**config.mk**
```make
export PLATFORM = sky130hd
export DESIGN_NAME = mac_ctrl_multi_flat
export DESIGN_NICKNAME = d
export VERILOG_FILES = /design/src/rtl/mac_ctrl_multi_if.sv /design/src/rtl/mac_ctrl_multi.sv /design/src/flat_wrapper.sv
export SDC_FILE = /design/constraint.sdc
export NUM_CORES = 1
export LEC_CHECK = 0
export CAP_MARGIN = 5
export CORE_MARGIN = 8
export CORE_UTILIZATION = 27
export DETAILED_ROUTE_END_ITERATION = 6
export GPL_TIMING_DRIVEN = 0
export PLACE_DENSITY = 0.53
export SYNTH_ARGS = -nofsm -noshare
export SYNTH_HDL_FRONTEND = slang
export SYNTH_SLANG_ARGS = --single-unit
```
**constraint.sdc**
```tcl
create_clock -name clk -period 3.75 [get_ports clk]
set_input_delay 0.375 -clock clk [delete_from_list [all_inputs] [get_ports clk]]
set_output_delay 0.375 -clock clk [all_outputs]
set_load 0.05 [all_outputs]
```
**src/rtl/mac_ctrl_multi_if.sv**
```systemverilog
`default_nettype none
// ============================================================================
// Module      : mac_ctrl_multi_if
// Description : Accumulator-side and result-side bus of the multi-channel MAC
//               result controller.
// Revision    : 1.0  initial release
// ============================================================================
interface mac_ctrl_multi_if #(
    parameter int DATA_W = 16,
    parameter int N_CH   = 4
) ();
    logic                   start;
    logic [N_CH-1:0]        ac_rdy;
    logic [N_CH*DATA_W-1:0] ac_out;
    logic [N_CH-1:0]        ac_ovf;
    logic [N_CH*DATA_W-1:0] mac_out;
    logic                   mac_vld;
    logic                   mac_ack;
    logic                   busy;
    logic [N_CH-1:0]        sat_flag;

    modport master (
        output start, ac_rdy, ac_out, ac_ovf, mac_ack,
        input  mac_out, mac_vld, busy, sat_flag
    );

    modport slave (
        input  start, ac_rdy, ac_out, ac_ovf, mac_ack,
        output mac_out, mac_vld, busy, sat_flag
    );
endinterface
`default_nettype wire

```
**src/rtl/mac_ctrl_multi.sv**
```systemverilog
`default_nettype none
// ============================================================================
// Module      : mac_ctrl_multi
// Description : Counts per-channel accumulator strobes, latches (saturating)
//               channel sums and hands the full result set downstream.
// Revision    : 1.0  initial release
// ============================================================================
module mac_ctrl_multi #(
    parameter int DATA_W  = 16,
    parameter int N_CH    = 4,
    parameter int N_TERMS = 16
) (
    input  wire logic          clk,
    input  wire logic          reset,
    mac_ctrl_multi_if.slave    bus
);
    localparam int CNT_W = $clog2(N_TERMS + 1);

    localparam logic [CNT_W-1:0]  c_TERMS   = CNT_W'(N_TERMS);
    localparam logic [CNT_W-1:0]  c_ONE     = CNT_W'(1);
    localparam logic [DATA_W-1:0] c_SAT_NEG = {1'b1, {(DATA_W-1){1'b0}}};
    localparam logic [DATA_W-1:0] c_SAT_POS = {1'b0, {(DATA_W-1){1'b1}}};

    typedef enum logic [1:0] {
        S_IDLE  = 2'd0,
        S_ACCUM = 2'd1,
        S_DONE  = 2'd2
    } state_t;

    state_t                 r_state;
    logic [CNT_W-1:0]       r_cnt [N_CH];
    logic [N_CH*DATA_W-1:0] r_mac_out;
    logic [N_CH-1:0]        r_sat;
    logic                   r_vld;
    logic                   r_busy;

    logic [N_CH-1:0]        w_full;
    logic                   w_all_full;
    logic                   w_clear;

    for (genvar gi = 0; gi < N_CH; gi++) begin : g_full
        assign w_full[gi] = (r_cnt[gi] == c_TERMS);
    end

    assign w_all_full = &w_full;

    // A pending result may only be replaced once it has been acknowledged.
    assign w_clear = bus.start &&
                     ((r_state == S_IDLE) || (r_state == S_ACCUM) ||
                      ((r_state == S_DONE) && bus.mac_ack));

    always_ff @(posedge clk or posedge reset) begin
        if (reset) begin
            r_state   <= S_IDLE;
            r_mac_out <= '0;
            r_sat     <= '0;
            r_vld     <= 1'b0;
            r_busy    <= 1'b0;
            for (int i = 0; i < N_CH; i++) begin
                r_cnt[i] <= '0;
            end
        end else if (w_clear) begin
            r_state   <= S_ACCUM;
            r_mac_out <= '0;
            r_sat     <= '0;
            r_vld     <= 1'b0;
            r_busy    <= 1'b1;
            for (int i = 0; i < N_CH; i++) begin
                r_cnt[i] <= '0;
            end
        end else begin
            case (r_state)
                S_IDLE: begin
                    r_vld  <= 1'b0;
                    r_busy <= 1'b0;
                end
                S_ACCUM: begin
                    if (w_all_full) begin
                        r_state <= S_DONE;
                        r_vld   <= 1'b1;
                        r_busy  <= 1'b0;
                    end else begin
                        for (int i = 0; i < N_CH; i++) begin
                            if (bus.ac_rdy[i] && !w_full[i]) begin
                                r_cnt[i] <= r_cnt[i] + c_ONE;
                                // Overflow re-saturates using the sign of the offending word.
                                if (bus.ac_ovf[i]) begin
                                    r_mac_out[i*DATA_W +: DATA_W] <=
                                        bus.ac_out[i*DATA_W + DATA_W - 1] ? c_SAT_NEG : c_SAT_POS;
                                    r_sat[i] <= 1'b1;
                                end else if (!r_sat[i]) begin
                                    r_mac_out[i*DATA_W +: DATA_W] <= bus.ac_out[i*DATA_W +: DATA_W];
                                end
                            end
                        end
                    end
                end
                S_DONE: begin
                    if (bus.mac_ack) begin
                        r_state <= S_IDLE;
                        r_vld   <= 1'b0;
                    end
                end
                default: begin
                    r_state <= S_IDLE;
                    r_vld   <= 1'b0;
                    r_busy  <= 1'b0;
                end
            endcase
        end
    end

    assign bus.mac_out  = r_mac_out;
    assign bus.mac_vld  = r_vld;
    assign bus.busy     = r_busy;
    assign bus.sat_flag = r_sat;

endmodule
`default_nettype wire
```
**src/flat_wrapper.sv**
```systemverilog
// flat-port wrapper written by rule: the top's interface ports become plain ports
module mac_ctrl_multi_flat 
#(
    parameter int DATA_W  = 16,
    parameter int N_CH    = 4,
    parameter int N_TERMS = 16
)
  (clk, reset, bus_start, bus_ac_rdy, bus_ac_out, bus_ac_ovf, bus_mac_ack, bus_mac_out, bus_mac_vld, bus_busy, bus_sat_flag);
  mac_ctrl_multi_if #(.DATA_W(DATA_W), .N_CH(N_CH)) bus_i ();
  input  wire logic clk;
  input  wire logic reset;
  input wire logic [$bits(bus_i.start)-1:0] bus_start;
  input wire logic [$bits(bus_i.ac_rdy)-1:0] bus_ac_rdy;
  input wire logic [$bits(bus_i.ac_out)-1:0] bus_ac_out;
  input wire logic [$bits(bus_i.ac_ovf)-1:0] bus_ac_ovf;
  input wire logic [$bits(bus_i.mac_ack)-1:0] bus_mac_ack;
  output wire logic [$bits(bus_i.mac_out)-1:0] bus_mac_out;
  output wire logic [$bits(bus_i.mac_vld)-1:0] bus_mac_vld;
  output wire logic [$bits(bus_i.busy)-1:0] bus_busy;
  output wire logic [$bits(bus_i.sat_flag)-1:0] bus_sat_flag;
  assign bus_i.start = bus_start;
  assign bus_i.ac_rdy = bus_ac_rdy;
  assign bus_i.ac_out = bus_ac_out;
  assign bus_i.ac_ovf = bus_ac_ovf;
  assign bus_i.mac_ack = bus_mac_ack;
  assign bus_mac_out = bus_i.mac_out;
  assign bus_mac_vld = bus_i.mac_vld;
  assign bus_busy = bus_i.busy;
  assign bus_sat_flag = bus_i.sat_flag;
  mac_ctrl_multi #(.DATA_W(DATA_W), .N_CH(N_CH), .N_TERMS(N_TERMS)) u_core (.clk(clk), .reset(reset), .bus(bus_i));
endmodule
```
==> impl_metrics.env <==
export IMPL_track_usage_pct=14.2
export IMPL_timing_rr_start="u_core.r_cnt[5]"
export IMPL_synth_warning_count=0
export IMPL_dpl_cell_area_sq_mm=0.00662
export IMPL_max_slew_margin_pct=58.2
export IMPL_rr_worst_depth=6
export IMPL_ir_drop_uv=232
export IMPL_grt_pass1_vias=4921
export IMPL_register_area_sq_mm=0.00230
export IMPL_dieArea_sq_mm=0.0225
export IMPL_final_common_cell="clkdlybuf4s50_1"
export IMPL_cap_viol_max_count=0
export IMPL_firstDrtPassIters=5
export IMPL_wl_per_cell_um=17.8
export IMPL_synth_cell_types=33
export IMPL_grt_max_degree=48
export IMPL_via_count=4547
export IMPL_rsz0062_at_grt="no"
export IMPL_die_y_um=150
export IMPL_synth_seq_cells=92
export IMPL_hold_violations=0
export IMPL_hold_buffers=0
export IMPL_clkPwrFrac_pct=35.3
export IMPL_drt_iter0_drc=233
export IMPL_route_detailed_drc=0
export IMPL_cp_max_fo=3
export IMPL_cts_resized=0
export IMPL_cp_top_family="buffers and inverters"
export IMPL_cts_sinks=92
export IMPL_path_cells="clkdlybuf4s50_1"
export IMPL_cts_tree="built"
export IMPL_seqPwrFrac_pct=39.5
export IMPL_cts_htree_levels=3
export IMPL_internal_power_uw=1930
export IMPL_core_sq_mm=0.0178
export IMPL_hold_path_class="input pin to async pin"
export IMPL_vias_per_cell=5.18
export IMPL_stdcell_area_sq_mm=0.00694
export IMPL_p_sw_uw=858
export IMPL_path_depth=1
export IMPL_portBuffers=145
export IMPL_crit_required_ps=3380
export IMPL_combPwrFrac_pct=25.1
export IMPL_syn_num_nets=572
export IMPL_max_freq_mhz=509
export IMPL_hpwl_um=11500
export IMPL_cts_buffers=9
export IMPL_swShare_pct=30.8
export IMPL_start_util_pct=27.3
export IMPL_fillCellCount=1774
export IMPL_power_leakage_uw=0.00269
export IMPL_cpMaxStageDelayCell="clkdlybuf4s50_1"
export IMPL_clkLatencyLatePin_ps=340
export IMPL_r2r_slack_ps=2040
export IMPL_ant_nets=0
export IMPL_p_per_area_mw_per_mm2=402
export IMPL_fin_tns_setup_ps=0
export IMPL_synth_area_sq_mm=0.00485
export IMPL_pin_count=146
export IMPL_root_buffer="clkbuf_16"
export IMPL_cts_setup_buffers=0
export IMPL_rows=49
export IMPL_critPathBufInv=1
export IMPL_cts_reportedPaths_clkPinSlew_ps=70
export IMPL_fin_crit_ps=1960
export IMPL_die_w_um=150
export IMPL_cp_arrival_ps=1590
export IMPL_antenna_found_initial=0
export IMPL_critical_path_max_stage_delay_ps=880
export IMPL_maxSlewViolCount=0
export IMPL_multi_input_area_sq_mm=0.00216
export IMPL_final_cell_mix="clkdlybuf4s50_1 (145), dfrtp_1 (92), a21oi_1 (84)"
export IMPL_syn_area_per_cell_sq_um=9.94
export IMPL_grt_first_pass_wirelength_um=25900
export IMPL_setup_viol=0
export IMPL_worst_clock_skew_ps=7.93
export IMPL_r2r_end="u_core.bus.mac_out[32]"
export IMPL_routed_wl_um=15700
export IMPL_post_route_period_util_pct=52.4
export IMPL_gp_congestion=0.791
export IMPL_final_util_pct=39.0
export IMPL_grt_overflow=0
export IMPL_end_kind="output pin"
export IMPL_synth_seq_area_share_pct=47.5
export IMPL_syn_to_final_growth_pct=43.0
export IMPL_drive_gt1_share_pct=12.9
export IMPL_nNetsFinal=729
export IMPL_cp_start_kind="flip-flop"
export IMPL_path_class="flip-flop to output pin"
export IMPL_cts_max_path_buffers=2
export IMPL_syn_inst=488
export IMPL_tightest_slew_ps=627
export IMPL_diodes=0
export IMPL_status="completed"
[final cells by class]
class                           instances  area share [%]
Timing Repair Buffer                  146            21.3
Buffer                                 53            4.35
Multi-Input combinational cell        321            31.2
Clock buffer                           11            3.50
Inverter                               22            1.23
Sequential cell                        92            33.2
Clock inverter                          4            1.06
Tap cell                              229            4.13
[cell families (layout without fill, tap and decap cells)]
logic type               Yosys count  in the layout  share of synthesized area (%)
buffers and inverters             75            236                           7.92
flip-flops                        92             92                           47.5
AO/OA/AOI/OAI                    240            240                           32.4
AND/OR/NAND/NOR                   73             73                           10.1
adder cells (fa/ha/maj)            8              8                           2.06
[power by group through the flow]
stage / sequential, uW / clock (uW) / combinational (uW)
after floorplan: 1310 / 0 / 230
after global placement: 1120 / 0 / 695
after detailed placement: 1120 / 0 / 705
after CTS: 1100 / 1020 / 708
after global routing: 1110 / 1060 / 751
final: 1100 / 985 / 700
[flip-flops by register name (all words and copies together) (netlist names)]
| register | count |
|---|---|
| u_core.bus.busy | 1 |
| u_core.bus.mac_out | 64 |
| u_core.bus.mac_vld | 1 |
| u_core.bus.sat_flag | 4 |
| u_core.r_cnt | 20 |
| u_core.r_state | 2 |
[stage by stage]
step / hold slack (ps) / power [uW] / cells / setup slack [ps]
floorplan: 473 / 1540 / 488 / 983
CTS: 488 / 2820 / 878 / 1770
global placement: 532 / 1810 / 862 / -576
global route: 526 / 2920 / 878 / 1730
finish: 472 / 2790 / 878 / 1790
detailed placement: 545 / 1820 / 863 / 1660
[synthesized netlist by cell type]
cell       instances  area [sq um]
a21boi_1           1          7.51
clkbuf_1          15          56.3
nand2b_1           5          31.3
ha_1               8           100
nand3b_1           4          30.0
a41o_1             1          10.0
nor2b_1            4          25.0
a211oi_1          39           293
a21oi_1           84           420
or4_1              4          30.0
o2bb2ai_1          1          8.76
dfrtp_1           92          2300
and4bb_2           4          50.1
nand4b_1           4          35.0
nand4bb_1          4          45.0
a22oi_1            1          7.51
and3_1             4          25.0
or3_1              8          50.1
inv_1             22          82.6
nand4_1            5          31.3
and3b_1            4          35.0
buf_4              2          15.0
buf_6              8          90.1
a31o_2             5          43.8
nand3_1            8          40.0
nand2_1            9          33.8
a31oi_1           65           407
o21ai_0           21           105
nor4bb_1           1          10.0
buf_2             28           140
a211oi_2          21           263
o32ai_1            1          8.76
nor2_1             5          18.8
[how the worst max path moves through the flow]
stage / startpoint / endpoint
CTS: u_core.bus.mac_vld / bus_mac_vld
global placement: reset / u_core.bus.mac_out[52]
finish: u_core.bus.busy / bus_busy
detailed placement: bus_ac_ovf[3] / u_core.bus.mac_out[50]
floorplan: reset / u_core.bus.busy
global route: u_core.bus.mac_vld / bus_mac_vld
[routing by layer]
layer  wire (um)  vias to the layer above  share of wire, %  global-route usage [%]
met5           0                        -                 0                       0
met4         134                        0              0.86                    3.30
met3        1270                       12               8.1                    4.66
met2        7140                      152                46                    22.5
met1        7120                     2201                45                    18.3
li1            -                     2182                 -                       -
(Power assumes the default switching activity.)
